**config.mk**
```make
export PLATFORM = sky130hd
export DESIGN_NAME = mem_responder
export DESIGN_NICKNAME = d
export VERILOG_FILES = /design/src/rtl/mem_bus_pkg.sv /design/src/rtl/sp_ram.sv /design/src/rtl/mem_responder.sv
export SDC_FILE = /design/constraint.sdc
export NUM_CORES = 2
export LEC_CHECK = 0
export ABC_CLOCK_PERIOD_IN_PS = 3900
export CAP_MARGIN = 20
export CORE_UTILIZATION = 60
export CTS_BUF_LIST = sky130_fd_sc_hd__clkbuf_16
export DETAILED_ROUTE_END_ITERATION = 8
export PLACE_DENSITY = 0.76
export SLEW_MARGIN = 20
export SYNTH_ARGS = -nofsm -noshare
export SYNTH_HDL_FRONTEND = slang
export SYNTH_HIERARCHICAL = 1
export SYNTH_SLANG_ARGS = --single-unit
```
**constraint.sdc**
```tcl
create_clock -name clk -period 3.9 [get_ports clk]
set_input_delay 0.39 -clock clk [delete_from_list [all_inputs] [get_ports clk]]
set_output_delay 0.39 -clock clk [all_outputs]
set_load 0.01 [all_outputs]
```
**src/rtl/mem_bus_pkg.sv**
```systemverilog
// mem_bus_pkg: shared CPU memory-bus opcodes, responder state encoding and latency bounds
package mem_bus_pkg;
  localparam logic OP_READ = 1'b0;
  localparam logic OP_WRITE = 1'b1;
  localparam int READ_LATENCY_MIN = 1;
  localparam int READ_LATENCY_MAX = 4;
  typedef enum logic [1:0] {ST_IDLE, ST_WAIT, ST_RESP, ST_SWEEP} mem_state_t;
endpackage

```
**src/rtl/sp_ram.sv**
```systemverilog
// sp_ram: single-port array with synchronous write and combinational read
module sp_ram #(
  parameter int ADDR_W = 8,
  parameter int DATA_W = 8
) (
  input  logic              clk,
  input  logic              we,
  input  logic [ADDR_W-1:0] addr,
  input  logic [DATA_W-1:0] wdata,
  output logic [DATA_W-1:0] rdata
);
  logic [DATA_W-1:0] mem [2**ADDR_W];
  // write port; contents are never reset here
  always_ff @(posedge clk) if (we) mem[addr] <= wdata;
  assign rdata = mem[addr];
endmodule

```
**src/rtl/mem_responder.sv**
```systemverilog
// mem_responder: req/ack memory responder with programmable read latency; MEM_SWEEP_EN adds a zeroing sweep after reset
module mem_responder import mem_bus_pkg::*; #(
  parameter int ADDR_W = 8,
  parameter int DATA_W = 8,
  parameter int READ_LATENCY = 1
) (
  input  logic              clk,
  input  logic              reset,
  input  logic              req,
  input  logic              operation,
  input  logic [ADDR_W-1:0] memory_address,
  input  logic [DATA_W-1:0] memory_input,
  output logic [DATA_W-1:0] memory_value,
  output logic              ack,
  output logic              busy
);
  mem_state_t state_q, state_d;
  logic [2:0] cnt_q;
  logic op_q;
  logic [ADDR_W-1:0] addr_q, ram_addr;
  logic [DATA_W-1:0] value_q, ram_wdata, ram_rdata;
  logic ram_we, accept, load_value, sweep_pend;
`ifdef MEM_SWEEP_EN
  logic [ADDR_W-1:0] sweep_q;
  // a pending sweep is armed by reset and consumed on the first edge out of reset
  always_ff @(posedge clk)
    if (!reset) begin
      sweep_pend <= 1'b1;
      sweep_q <= '0;
    end else begin
      if (state_q == ST_IDLE) sweep_pend <= 1'b0;
      sweep_q <= state_q == ST_SWEEP ? sweep_q + 1'b1 : '0;
    end
`else
  assign sweep_pend = 1'b0;
`endif
  assign accept = state_q == ST_IDLE && req && !sweep_pend;
  assign load_value = (accept && operation == OP_READ && READ_LATENCY == 1) ||
                      (state_q == ST_WAIT && cnt_q == 3'd1 && op_q == OP_READ);
  // next state and array port steering; writes land on the accepting edge
  always_comb begin
    state_d = state_q;
    ram_we = 1'b0;
    ram_addr = state_q == ST_IDLE ? memory_address : addr_q;
    ram_wdata = memory_input;
    case (state_q)
      ST_IDLE: begin
        if (sweep_pend) state_d = ST_SWEEP;
        else if (req) begin
          ram_we = operation == OP_WRITE;
          state_d = (operation == OP_WRITE || READ_LATENCY == 1) ? ST_RESP : ST_WAIT;
        end
      end
      ST_WAIT: state_d = cnt_q == 3'd1 ? ST_RESP : ST_WAIT;
      ST_RESP: state_d = ST_IDLE;
`ifdef MEM_SWEEP_EN
      ST_SWEEP: begin
        ram_we = 1'b1;
        ram_addr = sweep_q;
        ram_wdata = '0;
        state_d = &sweep_q ? ST_IDLE : ST_SWEEP;
      end
`endif
      default: state_d = ST_IDLE;
    endcase
  end
  // state, latency counter, request latches and the held read value
  always_ff @(posedge clk)
    if (!reset) begin
      state_q <= ST_IDLE;
      cnt_q <= '0;
      op_q <= OP_READ;
      addr_q <= '0;
      value_q <= '0;
    end else begin
      state_q <= state_d;
      cnt_q <= accept ? 3'(READ_LATENCY - 1) : state_q == ST_WAIT ? cnt_q - 3'd1 : cnt_q;
      if (accept) begin
        op_q <= operation;
        addr_q <= memory_address;
      end
      if (load_value) value_q <= ram_rdata;
    end
  sp_ram #(.ADDR_W(ADDR_W), .DATA_W(DATA_W)) u_ram (
    .clk  (clk),
    .we   (ram_we && reset),
    .addr (ram_addr),
    .wdata(ram_wdata),
    .rdata(ram_rdata)
  );
  assign memory_value = value_q;
  assign ack = state_q == ST_RESP;
  assign busy = state_q != ST_IDLE;
endmodule
```
==> impl_metrics.csv <==
group,metric,value,unit
status,status,"finished with violations",
status,violations,"negative setup slack",
timing,finalCriticalPeriod,3950,ps
clocking,post_cts_resized,5,
grt,grt_max_degree,139,
yosys,synthAdderAreaFrac,0.0315,%
worst_setup_path,crit_arrival,4630,ps
worst_setup_path,path_buf_inv,4,
worst_setup_path,worstSetupEndpointType,"register",
timing,tightest_slew,1090,ps
detailed_routing,post_drt_wl_per_cell,32.4,um
yosys,synth_seq_cells,2070,
worst_setup_path,worstPathRequired,4580,ps
clocking,clock-sinks,2070,
worst_setup_path,worst-setup-path-type,"register to register",
floorplan,io_pins,30,
floorplan,rows,133,
worst_setup_path,timing.rr.start,"state_q[1]",
clocking,clockRootBuffer,"clkbuf_16",
yosys,synth-xor-area-share,0,%
clocking,clk_latency,820,ps
layout,nNetsFinal,4152,
grt,grt_pass1_vias,41000,
job,timing.max_cap.violations,0,
worst_setup_path,startpoint_type,"register",
detailed_routing,drt-initial-drc-count,6016,
yosys,synthFlopType,"edfxtp_1",
floorplan,start_util,60.5,%
place,dp.cells,5694,
power_and_ir_drop,finalPower,44.9,mW
timing,finalCritPeriodShare,101,%
layout,area_growth,14.6,%
timing,setup_violations,1,
worst_setup_path,cpMaxStageDelayCell,"o41ai_2",
yosys,synth_top_family_by_area,"multiplexers",
yosys,ys_top_cells_by_area,"edfxtp_1, mux4_2, a22oi_1, nor2_1, a21oi_1",
timing,drv_slew,0,
layout,fin_util,69.3,%
yosys,avgSynthCellArea,21.8,sq um
grt,grt_use_total,29.5,%
detailed_routing,first_pass_iters,5,
layout,final_layout_size_suffix_gt1_share,30.0,%
detailed_routing,viasPerCell,6.81,
yosys,synth_compound_area_share,3.63,%
worst_setup_path,crit_path_frequent_cell,"buf_4",
yosys,async_flop_share,0,%
place,dpl-instance-area,85200,sq um
floorplan,fp.dieH,366,um
yosys,yosysMostFrequentCell,"edfxtp_1",
yosys,synth_top_area_cell,"edfxtp_1",
timing,grt_setup_unrepaired,"false",
worst_setup_path,r2r_slack,-50,ps
power_and_ir_drop,p_per_area,493,nW/um^2
hold_path,holdPathStages,1,
yosys,synth_top_area_share,77.5,%
yosys,synth_fp_nets,3668,
detailed_routing,num_vias,41100,
floorplan,die_x,366,um
place,place_ws,-439,ps
timing,setup_slack,-53.7,ps
floorplan,die_area,134000,sq um
timing,timing.slew.headroom,27.4,%
place,portBuffers,29,
clocking,cts_tree,"yes",
timing,hold_viol_final,0,
grt,grt_overflow_total,0,
worst_setup_path,crit_chain,"nor2_2, buf_4, mux2_8, buf_12, buf_4, mux4_2, a22oi_1, a21oi_1, o41ai_2, buf_4, nand4_1, nand2_1, mux2i_1",
worst_setup_path,reg2reg_depth,13,
yosys,ys.warnings.count,6,
clocking,cts_setup_buffers,0,
worst_setup_path,crit_end,"memory_value[5]",
yosys,yosysSeqAreaShare,78.0,%
worst_setup_path,cp.depth,13,
clocking,clockBufferDepth,3,
detailed_routing,ant_nets,0,
timing,fin_hold_ws,194,ps
place,post-dp-hpwl,118,mm
floorplan,coreArea,131000,sq um
detailed_routing,drcViolationCount,0,
yosys,synth_cell_type_count,36,
clocking,clk_pin_slew_worst_paths,60,ps
clocking,cts_buffers,189,
yosys,synth.top_cells.by_count,"edfxtp_1, mux4_2, a22oi_1, nor2_1, clkbuf_1",
yosys,syn_area,79400,sq um
worst_setup_path,r2r-end,"memory_value[5]",
worst_setup_path,cp_slowest_stage_delay,590,ps
layout,antenna_cells,0,
layout,stdcell_area,91000,sq um
timing,clock.fmax,253,MHz
detailed_routing,totalWireLength,196,mm
hold_path,hold_path.class,"input pin to register",
clocking,htree_num_levels,4,
yosys,synth.area.mux_share,14.9,%
yosys,synth_edf_count,2048,
yosys,syn_inst,3646,
layout,stdcell_count,6037,
power_and_ir_drop,ir_drop,0.000611,V
worst_setup_path,critPathTopFamily,"compound AO/OA/AOI/OAI gates",
yosys,yosys.area_share.simple,1.99,%
worst_setup_path,cp-startpoint,"state_q[1]",
place,gp_congestion,0.862,
clocking,cts-hold-fix-buffers,0,
grt,grt_antenna_before_repair,1,
power_and_ir_drop,p_leak,28.8,nW
worst_setup_path,cp_max_fo,37,
timing,fin_setup_tns,-53.7,ps
grt,grt_pass1_wl,284,mm
timing,skew,26.2,ps
[cell usage in the layout (no fill, tap or decap), drive strengths merged]
cell type,instances
nor3b,3
and4b,1
or4b,1
edfxtp,2048
or2,2
ha,2
o31a,1
or3,1
and3,1
inv,71
nand3,13
and3b,1
a21oi,129
nor2b,20
mux2,8
mux4,512
o21bai,1
buf,503
a22oi,256
clkinvlp,2
nand4,8
nand2b,8
o21ai,1
nand2,45
mux2i,18
o41ai,32
nor2,233
dfxtp,22
clkbuf,200
bufinv,8
a21boi,1
a2bb2oi,1
nor3,30
clkdlybuf4s50,21
and2,3
clkinv,75
[worst reg2reg max path, stage by stage (launching register included)]
cell and delay [ps]:
dfxtp_1 320, nor2_2 160, buf_4 220, mux2_8 520, buf_12 260, buf_4 280, mux4_2 300, a22oi_1 400
a21oi_1 270, o41ai_2 590, buf_4 250, nand4_1 90, nand2_1 70, mux2i_1 70
[kinds of logic after synthesis]
group	count (synthesis)
multiplexers	538
AND/OR/NAND/NOR	370
adder cells (fa/ha/maj)	2
flip-flops	2070
AO/OA/AOI/OAI	422
buffers and inverters	244
[routing by layer]
| metal | routed length (um) | part of all wire, % | GRT usage (%) |
|---|---|---|---|
| met5 | 19 | 0.0097 | 0 |
| met2 | 93500 | 48 | 45.3 |
| met3 | 24900 | 13 | 6.98 |
| met4 | 7170 | 3.7 | 10.9 |
| met1 | 70200 | 36 | 42.2 |
[layout make-up]
type,count,area [sq um]
Multi-Input combinational cell,1332,16400
Sequential cell,2070,61900
Inverter,5,18.8
Clock buffer,192,4800
Tap cell,1755,2200
Timing Repair Buffer,532,4670
Fill cell,7517,40300
Clock inverter,151,933
[report_power, final]
part           total (mW)  internal [mW]  leakage, nW  switching (mW)
Sequential           24.5           24.5         18.6          0.0216
Clock                17.3           9.43         3.02            7.85
Combinational        3.11           1.23         7.24            1.88
Total                44.9           35.1         28.8            9.75
[registers in the layout, indices dropped and copies added, names as in the netlist]
name	flops
u_ram/mem	2048
addr_q	8
memory_value	8
cnt_q	3
state_q	2
op_q	1
[how the worst min path moves through the flow]
stage	startpoint	end	slack, ps
after floorplan	cnt_q[2]	cnt_q[2]	460
after detailed placement	cnt_q[1]	cnt_q[1]	500
final	memory_input[1]	u_ram/mem[2][1]	190
after global routing	memory_input[1]	u_ram/mem[55][1]	220
after CTS	memory_input[1]	u_ram/mem[55][1]	180
after global placement	cnt_q[2]	cnt_q[2]	480
(Power assumes the default switching activity.)
